`config.mk`:
```
export PLATFORM = sky130hd
export DESIGN_NAME = imm_gen_pipe
export DESIGN_NICKNAME = d
export VERILOG_FILES = /design/src/rtl/imm_gen_pkg.sv /design/src/rtl/imm_fifo.sv /design/src/rtl/imm_gen_pipe.sv
export SDC_FILE = /design/constraint.sdc
export NUM_CORES = 1
export LEC_CHECK = 0
export BUFFER_PORTS_ARGS = -buffer_cell sky130_fd_sc_hd__buf_4
export CORE_MARGIN = 2
export CORE_UTILIZATION = 53
export CTS_CLUSTER_DIAMETER = 200
export DETAILED_ROUTE_END_ITERATION = 8
export GPL_TIMING_DRIVEN = 1
export PLACE_DENSITY = 0.92
export SETUP_SLACK_MARGIN = 0.2
export SYNTH_ARGS = -nofsm -noshare
export SYNTH_HDL_FRONTEND = slang
export SYNTH_SLANG_ARGS = --single-unit
export TNS_END_PERCENT = 5
```
`constraint.sdc`:
```
create_clock -name clk -period 3.6 [get_ports clk]
set_input_delay 0.72 -clock clk [delete_from_list [all_inputs] [get_ports clk]]
set_output_delay 0.72 -clock clk [all_outputs]
set_load 0.05 [all_outputs]
```
`src/rtl/imm_gen_pkg.sv`:
```
// imm_gen_pkg: shared formats, opcodes and entry sizing for the immediate generator
package imm_gen_pkg;
  typedef enum logic [2:0] {
    FMT_I    = 3'd0,
    FMT_S    = 3'd1,
    FMT_B    = 3'd2,
    FMT_U    = 3'd3,
    FMT_J    = 3'd4,
    FMT_NONE = 3'd7
  } imm_fmt_e;
  localparam logic [6:0] OP_IMM   = 7'b0010011;
  localparam logic [6:0] OP_IMM32 = 7'b0011011;
  localparam logic [6:0] LOAD     = 7'b0000011;
  localparam logic [6:0] STORE    = 7'b0100011;
  localparam logic [6:0] BRANCH   = 7'b1100011;
  localparam logic [6:0] JALR     = 7'b1100111;
  localparam logic [6:0] JAL      = 7'b1101111;
  localparam logic [6:0] LUI      = 7'b0110111;
  localparam logic [6:0] AUIPC    = 7'b0010111;
  function automatic int entry_w(int xlen);
    return xlen + 4;
  endfunction
endpackage

```
`src/rtl/imm_fifo.sv`:
```
// imm_fifo: DEPTH-entry FIFO with flush; head reads zero when empty
module imm_fifo #(
  parameter int DEPTH = 2,
  parameter int W     = 8
) (
  input  logic         clk,
  input  logic         rst_n,
  input  logic         flush,
  input  logic         push,
  input  logic         pop,
  input  logic [W-1:0] wdata,
  output logic [W-1:0] rdata,
  output logic         full,
  output logic         empty
);
  localparam int AW = DEPTH > 1 ? $clog2(DEPTH) : 1;
  localparam int CW = $clog2(DEPTH) + 1;
  logic [W-1:0]  mem [DEPTH];
  logic [AW-1:0] wptr, rptr;
  logic [CW-1:0] cnt;
  function automatic logic [AW-1:0] inc(logic [AW-1:0] p);
    return p == AW'(DEPTH - 1) ? '0 : p + 1'b1;
  endfunction
  assign full  = cnt == CW'(DEPTH);
  assign empty = cnt == '0;
  assign rdata = empty ? '0 : mem[rptr];
  always_ff @(posedge clk or negedge rst_n) begin
    if (!rst_n) begin
      wptr <= '0;
      rptr <= '0;
      cnt  <= '0;
    end else if (flush) begin
      wptr <= '0;
      rptr <= '0;
      cnt  <= '0;
    end else begin
      if (push) wptr <= inc(wptr);
      if (pop) rptr <= inc(rptr);
      cnt <= cnt + CW'(push) - CW'(pop);
    end
  end
  always_ff @(posedge clk)
    if (push && !flush) mem[wptr] <= wdata;
endmodule

```
`src/rtl/imm_gen_pipe.sv`:
```
// imm_gen_pipe: decodes and sign-extends RV immediates into a buffered output queue
module imm_gen_pipe
  import imm_gen_pkg::*;
#(
  parameter int XLEN  = 64,
  parameter int DEPTH = 2,
  parameter int CNT_W = 16
) (
  input  logic             clk,
  input  logic             rst_n,
  input  logic             flush,
  input  logic             in_valid,
  output logic             in_ready,
  input  logic [31:0]      inst,
  output logic             out_valid,
  input  logic             out_ready,
  output logic [XLEN-1:0]  imm,
  output imm_fmt_e         fmt,
  output logic             illegal,
  output logic [CNT_W-1:0] illegal_cnt
);
  if (XLEN != 32 && XLEN != 64) begin : g_bad_xlen
    $error("imm_gen_pipe: XLEN must be 32 or 64");
  end
  if (DEPTH < 1 || (DEPTH & (DEPTH - 1)) != 0) begin : g_bad_depth
    $error("imm_gen_pipe: DEPTH must be a power of two");
  end
  typedef struct packed {
    logic [XLEN-1:0] imm;
    imm_fmt_e        fmt;
    logic            illegal;
  } imm_entry_t;
  imm_entry_t  dec, head;
  logic [31:0] imm32;
  logic        full, empty, push, pop;
  // every format fits in 32 bits sign-extended, so widen once at the end
  always_comb begin
    imm32       = '0;
    dec.fmt     = FMT_NONE;
    dec.illegal = 1'b0;
    case (inst[6:0])
      OP_IMM, OP_IMM32, LOAD: begin
        dec.fmt = FMT_I;
        imm32   = {{20{inst[31]}}, inst[31:20]};
      end
      JALR: begin
        dec.fmt     = inst[14:12] == 3'b000 ? FMT_I : FMT_NONE;
        dec.illegal = inst[14:12] != 3'b000;
        imm32       = inst[14:12] == 3'b000 ? {{20{inst[31]}}, inst[31:20]} : '0;
      end
      STORE: begin
        dec.fmt = FMT_S;
        imm32   = {{20{inst[31]}}, inst[31:25], inst[11:7]};
      end
      BRANCH: begin
        dec.fmt = FMT_B;
        imm32   = {{19{inst[31]}}, inst[31], inst[7], inst[30:25], inst[11:8], 1'b0};
      end
      LUI, AUIPC: begin
        dec.fmt = FMT_U;
        imm32   = {inst[31:12], 12'b0};
      end
      JAL: begin
        dec.fmt = FMT_J;
        imm32   = {{11{inst[31]}}, inst[31], inst[19:12], inst[20], inst[30:21], 1'b0};
      end
      default: dec.illegal = 1'b1;
    endcase
    dec.imm = XLEN'($signed(imm32));
  end
  assign in_ready  = !full;
  assign out_valid = !empty;
  assign push      = in_valid && in_ready;
  assign pop       = out_valid && out_ready;
  imm_fifo #(.DEPTH(DEPTH), .W(entry_w(XLEN))) u_fifo (
    .clk   (clk),
    .rst_n (rst_n),
    .flush (flush),
    .push  (push),
    .pop   (pop),
    .wdata (dec),
    .rdata (head),
    .full  (full),
    .empty (empty)
  );
  assign imm     = head.imm;
  assign fmt     = empty ? FMT_NONE : head.fmt;
  assign illegal = head.illegal;
  always_ff @(posedge clk or negedge rst_n) begin
    if (!rst_n) illegal_cnt <= '0;
    else if (push && !flush && dec.illegal && illegal_cnt != '1) illegal_cnt <= illegal_cnt + 1'b1;
  end
endmodule

```
==> summary.txt <==
Routing
  • Post-detailed-route wirelength per cell: 16.41 um
  • Pre-Repair DR Iteration Count: 4
  • Via-to-Cell Ratio: 5.344
  • Final wirelength: 9059 um
  • First DRT Iteration DRCs: 113
  • Remaining routing DRC violations: 0
  • Total number of vias: 2,950
  • Antenna viol nets, final: 0

Global route
  • Initial antenna violation count: 0
  • Largest net degree at the start of global routing: 37
  • GRT overflow: 0
  • All-Layer GR Usage: 20.08%
  • Vias in the first global route: 2,837
  • First-pass GRT wire length: 13,690 um

Clock tree
  • Post-CTS Setup Bufs: 0
  • Hold-fix buffers, CTS: 0
  • Post_cts resized: 0
  • CTS Sinks: 92
  • Clock Latency Late Sink: 0.36 ns
  • CTS root buf: clkbuf_8
  • CTS max path bufs: 2
  • Clk slew on worst S/H paths: 0.09 ns
  • CTS Buf Count: 9
  • TritonCTS clock tree: built
  • H-tree levels: 3

Floorplanning
  • Die ar.: 9232 um2
  • Top-Level Pins: 123
  • Die H: 96.09 um
  • Width of the die: 96.09 um
  • Initial cell density of the core: 54.70%
  • Row count: 33
  • Core area: 8217 um2

STA
  • Peak Freq: 361.0 MHz
  • Fin Clk Skew: 0.01108 ns
  • Slew headroom: 30.54%
  • Final setup viols: 0
  • Period utilization: 76.95%
  • Unrepaired setup endpoints after global routing: false
  • Max Slew Vio Count: 0
  • Setup TNS: 0 ns
  • Worst-Margin Slew: 1.041 ns
  • Final hold vios: 0
  • Fin crit period: 2.770 ns

Synth
  • EDFF count, synth: 72
  • Netlist cell types: 38
  • Synthesized Nets: 390
  • Mapped Area: 4494 um2
  • Most common cell in the synthesized netlist: edfxtp_1
  • Top-area cell type share of the netlist area: 48.11%
  • Synthesized flop and latch total: 92
  • Synth warn: 0
  • Post-Syn Area per Cell: 12.84 um2
  • Top_reg_cell synth: edfxtp_1
  • Yosys top cell by area: edfxtp_1
  • Post-synth top cells: 72 x edfxtp_1, 44 x nor2_1, 36 x mux2i_1
  • Sequential area share after synthesis: 59.24%
  • Cell count after synthesis: 350
  • Asr flop ratio synth: 21.74%
  • Top post-synthesis cells by area: edfxtp_1 48%, dfrtp_1 11%, mux2i_1 8.0%

Pwr
  • Pleak: 0.002405 uW
  • VDD IR-drop max: 0.4759 mV
  • Sequential Power Share: 31.1%
  • Power Internal: 2282 uW
  • Net Switching: 2008 uW
  • PD cells: 780.7 nW/um2
  • Switch share: 46.81%
  • Comb pwr share: 50.8%
  • Clock power frac: 18.1%

Worst setup path
  • CP Max Fanout: 33
  • Worst R2R Start: u_fifo.cnt[1]$_DFF_PN0_
  • WP data required: 2.88 ns
  • Crit path DAT: 2.05 ns
  • FF-to-FF End: u_fifo.cnt[1]$_DFF_PN0_
  • Reg2reg setup slack: 1.30 ns
  • WS Path Type: reg -> out
  • Worst setup EP type: primary output
  • Startpoint Class: flop
  • Worst r2r path cells: 10

Final layout
  • Register area: 2664 um2
  • ANT cells: 0
  • Proportion of layout cells with a drive suffix above 1: 36.47%
  • Area Overhead vs Synth: 22.24%
  • Multi-input logic area: 1496 um2
  • Fin cells: 552
  • Final #Nets: 482
  • Fill cell count: 581
  • Final Util: 66.86%

Job
  • Max Cap Viol: 0

Run status
  • Status: completed

Placement
  • Placed cells: 536
  • Hpwl dp: 6411 um
  • Port buffer count: 122
  • GP Congestion: 0.9128

Hold path
  • Worst min path class: in -> async
[worst max path at each step]
stage | startpoint | end | cells past startpoint | slack, ns
final | u_fifo.rptr$_DFFE_PN0P_ | imm[61] | 3 | 0.83
after global routing | u_fifo.rptr$_DFFE_PN0P_ | imm[32] | 3 | 0.63
after CTS | u_fifo.rptr$_DFFE_PN0P_ | imm[61] | 3 | 0.76
after detailed placement | inst[12] | illegal_cnt[1]$_DFFE_PN0P_ | 6 | 1.01
after global placement | inst[12] | illegal_cnt[1]$_DFFE_PN0P_ | 6 | 1.12
after floorplan | u_fifo.rptr$_DFFE_PN0P_ | imm[32] | 5 | 0.36
[power groups by stage]
stage | Clock (uW) | Sequential [uW] | Combinational (uW)
floorplan | 0 | 1430 | 1660
global placement | 0 | 1350 | 2170
detailed placement | 0 | 1360 | 2200
CTS | 790 | 1330 | 2200
global route | 829 | 1350 | 2280
finish | 775 | 1340 | 2180
[flip-flops by register name, indices dropped and copies added, names as in the netlist]
name and count:
illegal_cnt 16, u_fifo.cnt 2, u_fifo.mem 72, u_fifo.rptr 1
u_fifo.wptr 1
[critical path, cell delays in order (launching register included)]
cell and delay [ns]:
dfrtp_2 0.42, mux2i_1 0.13, nor2_2 0.79, buf_4 0.35
[through the flow]
step	cell area, um2	setup WS (ns)	power, uW	hold WS, ns
after floorplan	4497	0.3593	3093	0.4244
after global placement	5268	1.117	3514	0.4883
after detailed placement	5268	1.009	3552	0.4966
after CTS	5494	0.7650	4322	0.2094
after global routing	5494	0.6288	4460	0.2162
final	5494	0.8299	4289	0.2175
[per-layer routing]
layer,GRT usage (%),part of all wire (%),vias to the layer above
li1,-,-,1408
met1,25.41,41,1406
met2,34.32,51,127
met3,3.915,7.5,9
met4,7.381,1.1,0
met5,0,0,-
[cell type report]
type	count	share of cell area [%]
tap	105	2.391
timing repair buffer	127	17.35
clock buffer	9	2.255
sequential	92	48.49
clock inverter	7	1.867
multi-input combinational	206	27.24
inverter	6	0.4099
[placed cells by master, fill, tap and decap left out, types with 9 or more instances in the layout]
| cell type | synthesis | final |
|---|---|---|
| clkbuf_8 | 0 | 9 |
| dfrtp_1 | 20 | 19 |
| mux2i_1 | 36 | 36 |
| nand2_1 | 13 | 13 |
| edfxtp_1 | 72 | 72 |
| a21o_1 | 19 | 19 |
| buf_4 | 33 | 127 |
| xnor2_1 | 16 | 16 |
| nor2_1 | 44 | 41 |
| and2_1 | 12 | 12 |
[logic make-up (layout without fill, tap and decap cells)]
group / after synthesis / count (layout) / share of synthesized area [%]
and+or+nand+nor: 119 / 119 / 15.42
DFF: 92 / 92 / 59.24
buffers and inverters: 52 / 149 / 7.739
muxes: 38 / 38 / 8.519
AOI/OAI and AO/OA: 28 / 28 / 4.733
xor gates and xnor gates: 18 / 18 / 3.508
adders and majority gates: 3 / 3 / 0.8353
No activity file was read; power rests on OpenSTA's default activity.
